File: src/rtl/mp_pkg.sv
// Shared opcodes, FSM states and seven-segment decode for the
// multicycle microprocessor.
package mp_pkg;

  localparam logic [1:0] OP_ADD = 2'b00;
  localparam logic [1:0] OP_LW  = 2'b01;
  localparam logic [1:0] OP_SW  = 2'b10;
  localparam logic [1:0] OP_BR  = 2'b11;

  typedef enum logic [2:0] {
    S_FETCH,
    S_EXEC,
    S_MEM,
    S_WB,
    S_HALT
  } state_t;

  // Active-low segments ordered {g,f,e,d,c,b,a}.
  function automatic logic [6:0] seg7(input logic [3:0] n);
    logic [6:0] s;
    case (n)
      4'h0: s = 7'h40;
      4'h1: s = 7'h79;
      4'h2: s = 7'h24;
      4'h3: s = 7'h30;
      4'h4: s = 7'h19;
      4'h5: s = 7'h12;
      4'h6: s = 7'h02;
      4'h7: s = 7'h78;
      4'h8: s = 7'h00;
      4'h9: s = 7'h10;
      4'hA: s = 7'h08;
      4'hB: s = 7'h03;
      4'hC: s = 7'h46;
      4'hD: s = 7'h21;
      4'hE: s = 7'h06;
      default: s = 7'h0E;
    endcase
    return s;
  endfunction

endpackage

File: src/rtl/mp_regfile.sv
// Four-entry register file: async reset, two combinational reads,
// one synchronous write port.
module mp_regfile #(
  parameter int DATA_W = 8
) (
  input  logic              clk_i,
  input  logic              rst_i,
  input  logic [1:0]        ra_i,
  input  logic [1:0]        rb_i,
  input  logic              we_i,
  input  logic [1:0]        wa_i,
  input  logic [DATA_W-1:0] wd_i,
  output logic [DATA_W-1:0] rda_o,
  output logic [DATA_W-1:0] rdb_o
);

  logic [DATA_W-1:0] r_q [4];

  always_ff @(posedge clk_i or posedge rst_i) begin
    if (rst_i) begin
      for (int i = 0; i < 4; i++) begin
        r_q[i] <= '0;
      end
    end else if (we_i) begin
      r_q[wa_i] <= wd_i;
    end
  end

  assign rda_o = r_q[ra_i];
  assign rdb_o = r_q[rb_i];

endmodule

File: src/rtl/multicycle_microprocessor.sv
// Multicycle 8-bit-instruction core: FETCH/EXEC/MEM/WB/HALT.
// Seven-segment output logic is built only with MP_HEX_DISPLAY_EN.
module multicycle_microprocessor
  import mp_pkg::*;
#(
  parameter int DATA_W     = 8,
  parameter int PC_W       = 8,
  parameter int DMEM_DEPTH = 16
) (
  input  logic            clk,
  input  logic            reset,
  input  logic [7:0]      instruction,
  input  logic            inst_valid,
  output logic            inst_ready,
  output logic [PC_W-1:0] pc,
  output logic [6:0]      lowerHex,
  output logic [6:0]      higherHex,
  output logic [1:0]      flags
);

  localparam int AW = $clog2(DMEM_DEPTH);

  state_t state_q, state_d;
  logic [PC_W-1:0]   pc_q, pc_d;
  logic [7:0]        ir_q, ir_d;
  logic [DATA_W-1:0] alu_q, alu_d;
  logic              ovf_q, ovf_d;
  logic [1:0]        flags_q, flags_d;

  logic [DATA_W-1:0] mem_q [DMEM_DEPTH];
  logic              mem_we;
  logic [AW-1:0]     mem_idx;

  logic              rf_we;
  logic [1:0]        rf_wa;
  logic [DATA_W-1:0] rda, rdb;

  logic [1:0]        op, rs, rt, imm2;
  logic [DATA_W-1:0] simm, opx, opy, sum;
  logic [PC_W-1:0]   pc_inc, pc_br;
  logic              ovf, is_br, is_addi;
  logic              is_halt, is_jmp, is_alu;

  assign op   = ir_q[7:6];
  assign rs   = ir_q[5:4];
  assign rt   = ir_q[3:2];
  assign imm2 = ir_q[1:0];

  assign is_br   = (op == OP_BR) && (rs == 2'b00);
  assign is_addi = (op == OP_BR) && (rs != 2'b00);
  assign is_halt = is_br && (imm2 == 2'b11);
  assign is_jmp  = is_br && (imm2 != 2'b11);
  assign is_alu  = (op == OP_ADD) || is_addi;

  mp_regfile #(.DATA_W(DATA_W)) u_rf (
    .clk_i (clk),
    .rst_i (reset),
    .ra_i  (rs),
    .rb_i  (rt),
    .we_i  (rf_we),
    .wa_i  (rf_wa),
    .wd_i  (alu_q),
    .rda_o (rda),
    .rdb_o (rdb)
  );

  // addi adds to R[rt]; add sums rs/rt; lw/sw form R[rs]+imm.
  assign simm = {{(DATA_W-2){imm2[1]}}, imm2};
  assign opx  = is_addi ? rdb : rda;
  assign opy  = (op == OP_ADD) ? rdb : simm;
  assign sum  = opx + opy;
  assign ovf  = (opx[DATA_W-1] == opy[DATA_W-1]) &&
                (sum[DATA_W-1] != opx[DATA_W-1]);

  assign pc_inc  = pc_q + PC_W'(1);
  assign pc_br   = pc_inc + {{(PC_W-2){imm2[1]}}, imm2};
  assign mem_idx = alu_q[AW-1:0];

  always_comb begin
    state_d = state_q;
    pc_d    = pc_q;
    ir_d    = ir_q;
    alu_d   = alu_q;
    ovf_d   = ovf_q;
    flags_d = flags_q;
    rf_we   = 1'b0;
    rf_wa   = rt;
    mem_we  = 1'b0;
    unique case (state_q)
      S_FETCH: begin
        if (inst_valid) begin
          ir_d    = instruction;
          state_d = S_EXEC;
        end
      end
      S_EXEC: begin
        alu_d = sum;
        ovf_d = ovf;
        unique case (1'b1)
          is_halt: begin
            flags_d[0] = 1'b1;
            state_d    = S_HALT;
          end
          is_jmp: begin
            pc_d    = pc_br;
            state_d = S_FETCH;
          end
          is_alu:  state_d = S_WB;
          default: state_d = S_MEM;
        endcase
      end
      S_MEM: begin
        if (op == OP_SW) begin
          mem_we  = 1'b1;
          pc_d    = pc_inc;
          state_d = S_FETCH;
        end else begin
          alu_d   = mem_q[mem_idx];
          state_d = S_WB;
        end
      end
      S_WB: begin
        rf_we      = 1'b1;
        rf_wa      = (op == OP_ADD) ? imm2 : rt;
        flags_d[1] = flags_q[1] | (ovf_q & (op != OP_LW));
        pc_d       = pc_inc;
        state_d    = S_FETCH;
      end
      S_HALT: begin
      end
      default: state_d = S_FETCH;
    endcase
  end

  always_ff @(posedge clk or posedge reset) begin
    if (reset) begin
      state_q <= S_FETCH;
      pc_q    <= '0;
      ir_q    <= '0;
      alu_q   <= '0;
      ovf_q   <= 1'b0;
      flags_q <= '0;
    end else begin
      state_q <= state_d;
      pc_q    <= pc_d;
      ir_q    <= ir_d;
      alu_q   <= alu_d;
      ovf_q   <= ovf_d;
      flags_q <= flags_d;
    end
  end

  always_ff @(posedge clk or posedge reset) begin
    if (reset) begin
      for (int i = 0; i < DMEM_DEPTH; i++) begin
        mem_q[i] <= '0;
      end
    end else if (mem_we) begin
      mem_q[mem_idx] <= rdb;
    end
  end

  assign inst_ready = (state_q == S_FETCH);
  assign pc         = pc_q;
  assign flags      = flags_q;

`ifdef MP_HEX_DISPLAY_EN
  logic [7:0] hex_q;

  always_ff @(posedge clk or posedge reset) begin
    if (reset) begin
      hex_q <= '0;
    end else if (state_q == S_WB) begin
      hex_q <= alu_q[7:0];
    end
  end

  assign lowerHex  = seg7(hex_q[3:0]);
  assign higherHex = seg7(hex_q[7:4]);
`else
  assign lowerHex  = 7'h7F;
  assign higherHex = 7'h7F;
`endif

endmodule
File: config.mk
export PLATFORM = sky130hd
export DESIGN_NAME = multicycle_microprocessor
export DESIGN_NICKNAME = d
export VERILOG_FILES = /design/src/rtl/mp_pkg.sv /design/src/rtl/mp_regfile.sv /design/src/rtl/multicycle_microprocessor.sv
export SDC_FILE = /design/constraint.sdc
export NUM_CORES = 1
export LEC_CHECK = 0
export ABC_AREA = 1
export CAP_MARGIN = 0
export CELL_PAD_IN_SITES_DETAIL_PLACEMENT = 1
export CELL_PAD_IN_SITES_GLOBAL_PLACEMENT = 2
export CORE_AREA = 2 2 198 152
export DETAILED_ROUTE_END_ITERATION = 7
export DIE_AREA = 0 0 200 154
export PLACE_DENSITY = 0.72
export SLEW_MARGIN = 20
export SYNTH_ARGS = -nofsm -noshare
export SYNTH_HDL_FRONTEND = slang
export SYNTH_SLANG_ARGS = --single-unit
File: constraint.sdc
create_clock -name clk -period 7 [get_ports clk]
set_input_delay 2.1 -clock clk [delete_from_list [all_inputs] [get_ports clk]]
set_output_delay 2.1 -clock clk [all_outputs]
set_load 0.01 [all_outputs]
==> impl_results.md, run 1 <==
* Post-synthesis xor/xnor area fraction at under 10%
* Wirelength, routed at about 30,000 microns
* MaxCap Viol Count at 0
* First-pass GRT wire length at 48,200 microns
* Clk root buf: clkbuf_16
* Die width at roughly 200 microns
* Final nets at 1,216
* Hold Path End: flags[0]
* Post-Synth Simple-Gate Area at between 20% and 30%
* Port Buffers at 21
* Area of the mapped netlist at around 9700 sq um
* Layout cells sized above 1 at under 10%
* CTS tree: yes
* Number of flops mapped to enable cells by yosys at 0
* Tmin final at slightly below 4 ns
* DRT iter0 DRCs at approximately 500
* Final GP Congestion at a little under 0.8
* # Post-CTS Setup Buffers at 0
* Clock skew at 0.0148 ns
* Crit path required time at 4.90 ns
* Finished Core Util at between 30% and 40%
* Setup violators final at 0
* Top_reg_cell synth: dfrtp_1
* Cells after synthesis at about 1,200
* Synth top area share at ~49%
* Netlist cell types at 40
* R2R Path Start: ir_q[2]
* Leak at 5.03 nW
* Critical path class: reg -> out
* Post-Synth Adder-Cell Area at about 2.4%
* GRT Total Usage at ~20%
* Crit end category: output pin
* Placement Cell Area at ~10,000 sq um
* Comb pwr share at 47.9%
* Largest family of logic cells by synthesized area: simple AND/OR/NAND/NOR gates
* Worst hold path type: reg -> reg
* Die Y at between 150 and 200 microns
* WHS Path Cells at 2
* Post-CTS sizing at 0
* # rows at 54
* Core ar. at between 20,000 and 30,000 sq um
* R2r worst-path depth at 12
* Clock Path Buffers at 2
* N_diodes at 0
* Largest net degree at the start of global routing at about 130
* Startpoint types: flop
* Total CTS buffers at 17
* Num ports at 36
* Syn_area_per_cell at around 8 sq um
* Vias per std cell at between 4 and 5
* Most common cell after layout, fill and taps aside: nand2_1
* Switching Share at between 40% and 50%
* Hold_ws at roughly 0.47 ns
* Vias in the first global route at roughly 8,100
* Seq pwr share at around 33%
* Reg2reg setup slack at approximately 3.3 ns
* VDD IR-drop max at approximately 180 uV
* Final Instance Area at roughly 11,000 sq um
* Clk pwr share at 19.3%
* Ranking of synthesized cells by area: dfrtp_1, nand2_1, o21ai_0
* Antenna violations before repair at 0
* Flops & latches, synth at 190
* Area growth from synthesis to layout at 11.2%
* Post-CTS Hold Buffers at 0
* Worst-path maximum fanout at 4
* R2R Path End: alu_q[3]
* Compound-Gate Fraction of Synth Area at roughly 18%
* Routed via count at between 7,000 and 8,000
* Fin. Hold Viols at 0
* Antenna-violating nets left at 0
* H-Tree Depth at 4
* Max-Slew Margin vs Limit at between 30% and 40%
* Post-synthesis mux area share at 0.232%
* Status: complete, no violations
* Switching power at roughly 2.6 mW
* Routed WL per cell at about 19 microns
* Period utilization at a little under three fifths
* Die Footprint at roughly 31,000 sq um
* Ys async rst share at 100%
* Synth warn at 0
* Worst hold start: flags[0]
* Most frequent cells in the layout: nand2_1, dfrtp_1, o21ai_0
* Gr ovfl total at 0
* RSZ-0062 raised after global routing: no
* Slew Limit Fails at 0
* Worst-path clk slew at roughly 0.08 ns
* Post-DP HPWL at just under 20,000 microns
* Total Neg Setup Slack at 0 ns
* Tightest Pin Transition at around 1 ns
* Sink Count at between 150 and 200
* Fmax at around 250 MHz
* DR DRC count at 0
* PwrDens at slightly above 500 nW/um^2
* Starting density of the core at approximately 34%
* Critical path arrival at approximately 1.9 ns
* Total internal power at roughly 2.9 mW
* DR pass1 iterations at 4
* Clk_lat worst skew at around 0.46 ns
* Fraction of the yosys area taken by sequential cells at between 40 and 50%
* Cell taking the most area after synthesis: dfrtp_1
metal layers:
layer / vias to the layer above / GRT usage [%] / part of all wire [%]
met5: - / 0 / 0
met2: 79 / 29.0 / 41
met3: 17 / 3.18 / 2.3
li1: 3925 / - / -
met4: 0 / 4.90 / 1.1
met1: 3900 / 32.1 / 55
registers in the layout, summed over array words and instances (netlist names):
register and flops:
ir_q 8, u_rf.r_q 32, alu_q 8, pc 8, state_q 3, ovf_q 1
flags 2, mem_q 128
stage by stage:
step,power [mW],setup slack (ns),cells
floorplan,3.51,2.45,1209
global placement,4.34,3.50,1561
detailed placement,4.39,3.38,1561
CTS,5.47,3.00,1593
global route,5.94,2.85,1593
finish,5.42,3.03,1593
worst max-delay path, stage by stage, from the launching register on:
cell	delay, ns
dfrtp_1	0.46
nor2_1	0.17
inv_1	0.09
nor2_1	0.13
clkdlybuf4s50_1	0.56
cells by family (layout without fill, tap and decap cells):
group | count (synthesis) | in the layout
AND/OR/NAND/NOR | 511 | 511
adder cells (fa/ha/maj) | 17 | 17
multiplexers | 2 | 2
flip-flops | 190 | 190
XOR/XNOR | 13 | 13
other | 1 | 14
buffers and inverters | 141 | 133
AO/OA/AOI/OAI | 321 | 321
power groups by stage:
stage	combinational, mW	sequential [mW]	clock [mW]
finish	2.60	1.77	1.05
global route	2.98	1.83	1.12
CTS	2.61	1.77	1.08
detailed placement	2.60	1.79	0
global placement	2.55	1.79	0
floorplan	1.84	1.67	0
cell usage after synthesis (2+ instances only):
cell / number
nor2_1: 35
inv_1: 67
fa_1: 2
inv_2: 4
nand2_2: 14
a31oi_1: 2
buf_4: 18
mux2_2: 2
o21ai_1: 77
o22ai_1: 5
nand2_1: 403
ha_1: 15
buf_2: 32
a32o_1: 3
buf_6: 3
or2_2: 3
a21oi_1: 37
xor2_1: 12
nor3_4: 4
nand4_1: 12
a21oi_2: 4
a22o_1: 4
dfrtp_1: 190
o21bai_1: 2
a22oi_1: 42
nand3_1: 32
o21ai_0: 139
clkbuf_1: 17
nor2_2: 5
how the worst max path moves through the flow:
stage	cells past startpoint	start	slack [ns]	end
finish	4	state_q[0]	3.03	inst_ready
global route	14	ir_q[2]	2.85	ovf_q
CTS	4	state_q[0]	3.00	inst_ready
detailed placement	14	ir_q[2]	3.38	alu_q[7]
global placement	13	ir_q[2]	3.50	alu_q[5]
floorplan	1	reset	2.45	alu_q[0]
cell type report:
type | count | area (sq um)
clock inverters | 12 | 158
inverters | 71 | 270
repair buffers | 30 | 290
multi-input cells | 878 | 4340
flip-flops and latches | 190 | 4750
well taps | 392 | 490
clock buffers | 20 | 467
fillers | 3465 | 17900
No activity file was read; power rests on OpenSTA's default activity.
==> inputs of run 2 (changes only) <==
==> constraint.sdc (replaced) <==
create_clock -name clk -period 3.55 [get_ports clk]
set_input_delay 1.065 -clock clk [delete_from_list [all_inputs] [get_ports clk]]
set_output_delay 1.065 -clock clk [all_outputs]
set_load 0.01 [all_outputs]
==> run 2 against run 1 <==
Compared with the run above:
- via count is 1.7% higher
- register-to-register slack worse by 2.8 ns
- clock skew about the same
- largest cell class unchanged
==> impl_results.md, run 2 (same netlist as run 1, synthesis figures left out) <==
* Status: complete, no violations
* H-Tree Depth at 4
* Slew Limit Fails at 0
* Crit end category: flop
* Tightest Pin Transition at roughly 0.66 ns
* R2R Path Start: ir_q[4]
* Worst-path maximum fanout at 23
* Max stage delay on crit path at a little over 0.6 ns
* Placement Cell Area at 10,300 sq um
* PwrDens at roughly 1000 nW/um^2
* Clock skew at 0.0147 ns
* Total Neg Setup Slack at 0 ns
* Worst hold start: flags[0]
* First-pass GRT wire length at roughly 48,000 microns
* Hold Path End: flags[0]
* Most common cell after layout, fill and taps aside: nand2_1
* Post-CTS Hold Buffers at 0
* Top delay family on crit path: buffers and inverters
* Sink Count at 190
* GRT Total Usage at about a fifth
* Antenna violations before repair at 0
* Routed via count at between 8,000 and 9,000
* # rows at 54
* Wirelength, routed at just under 30,000 microns
* RSZ-0062 raised after global routing: no
* Largest net degree at the start of global routing at 62
* Slowest cell on crit path: dfrtp_1
* Worst hold path type: reg -> reg
* Reg2reg setup slack at approximately 0.58 ns
* Layout cells sized above 1 at approximately 8.0%
* Layout fillers at between 3,000 and 4,000
* Core ar. at about 29,000 sq um
* Clk_lat worst skew at 0.46 ns
* Vias in the first global route at a little over 8,000
* Tmin final at about 3.0 ns
* Die width at ~200 microns
* Crit path required time at 3.95 ns
* Num ports at 36
* Total CTS buffers at 17
* Clock Path Buffers at 2
* Setup violators final at 0
* Finished Core Util at 38.0%
* Final nets at 1,231
* Critical path class: reg -> reg
* R2r worst-path depth at 16
* Clk root buf: clkbuf_16
* Largest register FFs at around 130
* Post-DP HPWL at 20,200 microns
* Regs by FF count: mem_q x128, u_rf.r_q x32
* Leak at slightly above 5 nW
* Final GP Congestion at about 0.79
* Worst-path clk slew at 0.08 ns
* Critical path arrival at 3.37 ns
* # Post-CTS Setup Buffers at 0
* Fin. Hold Viols at 0
* CP most frequent cell: nand2_1
* CP bufs+invs at 3
* WHS Path Cells at 2
* Die Y at around 150 microns
* MaxCap Viol Count at 0
* CTS tree: yes
* Crit path cell chain: inv_1 > a21oi_1 > o21ai_0 > o21ai_0 > nand2_1 > o21ai_0 > inv_1 > fa_1 > inv_1 > nand4_1 > nand3_1 > xor2_1 > nand2_1 > nand2_1 > nand2_1 > nand2_1
* Starting density of the core at between 30 and 40%
* Max-Slew Margin vs Limit at between 50 and 60%
* Most frequent cells in the layout: nand2_1, dfrtp_1, o21ai_0
* Period utilization at 83.5%
* Startpoint types: flop
* Gr ovfl total at 0
* DR DRC count at 0
* Area growth from synthesis to layout at 12.6%
* Fmax at ~340 MHz
* Vias per std cell at approximately 5
* Antenna-violating nets left at 0
* VDD IR-drop max at around 350 uV
* Die Footprint at ~30,000 sq um
* DR pass1 iterations at 5
* Port Buffers at 21
* N_diodes at 0
* DRT iter0 DRCs at 495
* Final Instance Area at around 11,000 sq um
* Post-CTS sizing at 0
* Routed WL per cell at roughly 18 microns
* R2R Path End: alu_q[6]
* Largest register by flop count: mem_q
run 2: area by class of cell:
| cell class | count | area [sq um] | area share (%) |
|---|---|---|---|
| Timing Repair Buffer | 45 | 428 | 3.92 |
| Clock inverter | 12 | 179 | 1.64 |
| Inverter | 71 | 270 | 2.48 |
| Tap cell | 392 | 490 | 4.50 |
| Clock buffer | 20 | 457 | 4.19 |
| Multi-Input combinational cell | 878 | 4330 | 39.7 |
| Sequential cell | 190 | 4750 | 43.6 |
run 2: worst min-delay path: stages, from the launching register on:
cell     delay (ns)
dfrtp_1        0.35
inv_1          0.04
nand2_1        0.06
run 2: worst max-delay path by stage:
stage / start / to / slack (ns) / cells after the start
global route: ir_q[4] / alu_q[6] / 0.22 / 16
detailed placement: ir_q[4] / alu_q[3] / 0.61 / 13
global placement: ir_q[4] / alu_q[6] / 0.68 / 16
floorplan: reset / alu_q[0] / 0.04 / 1
CTS: state_q[0] / inst_ready / 0.55 / 4
finish: ir_q[4] / alu_q[6] / 0.58 / 16
run 2: metrics by stage:
| stage | setup slack [ns] | hold WS, ns | total power, mW | instances |
|---|---|---|---|---|
| after floorplan | 0.0365 | 0.443 | 6.92 | 1209 |
| after global routing | 0.221 | 0.504 | 11.9 | 1608 |
| after detailed placement | 0.608 | 0.463 | 8.80 | 1576 |
| after global placement | 0.683 | 0.456 | 8.71 | 1576 |
| after CTS | 0.554 | 0.487 | 11.0 | 1608 |
| final | 0.584 | 0.484 | 10.9 | 1608 |
run 2: where the power goes:
part           total (mW)  internal, mW  switching, mW
sequential           3.47          2.85          0.623
clock                2.14          1.22          0.913
combinational        5.27          1.76           3.51
total                10.9          5.83           5.04
run 2: metal layers:
metal  up-vias  track usage, %  part of all wire, %
li1       3963               -                    -
met1      3991            32.9                   55
met2        84            27.9                   41
met3        18            3.88                  3.0
met4         0            4.83                  1.1
met5         -               0                    0
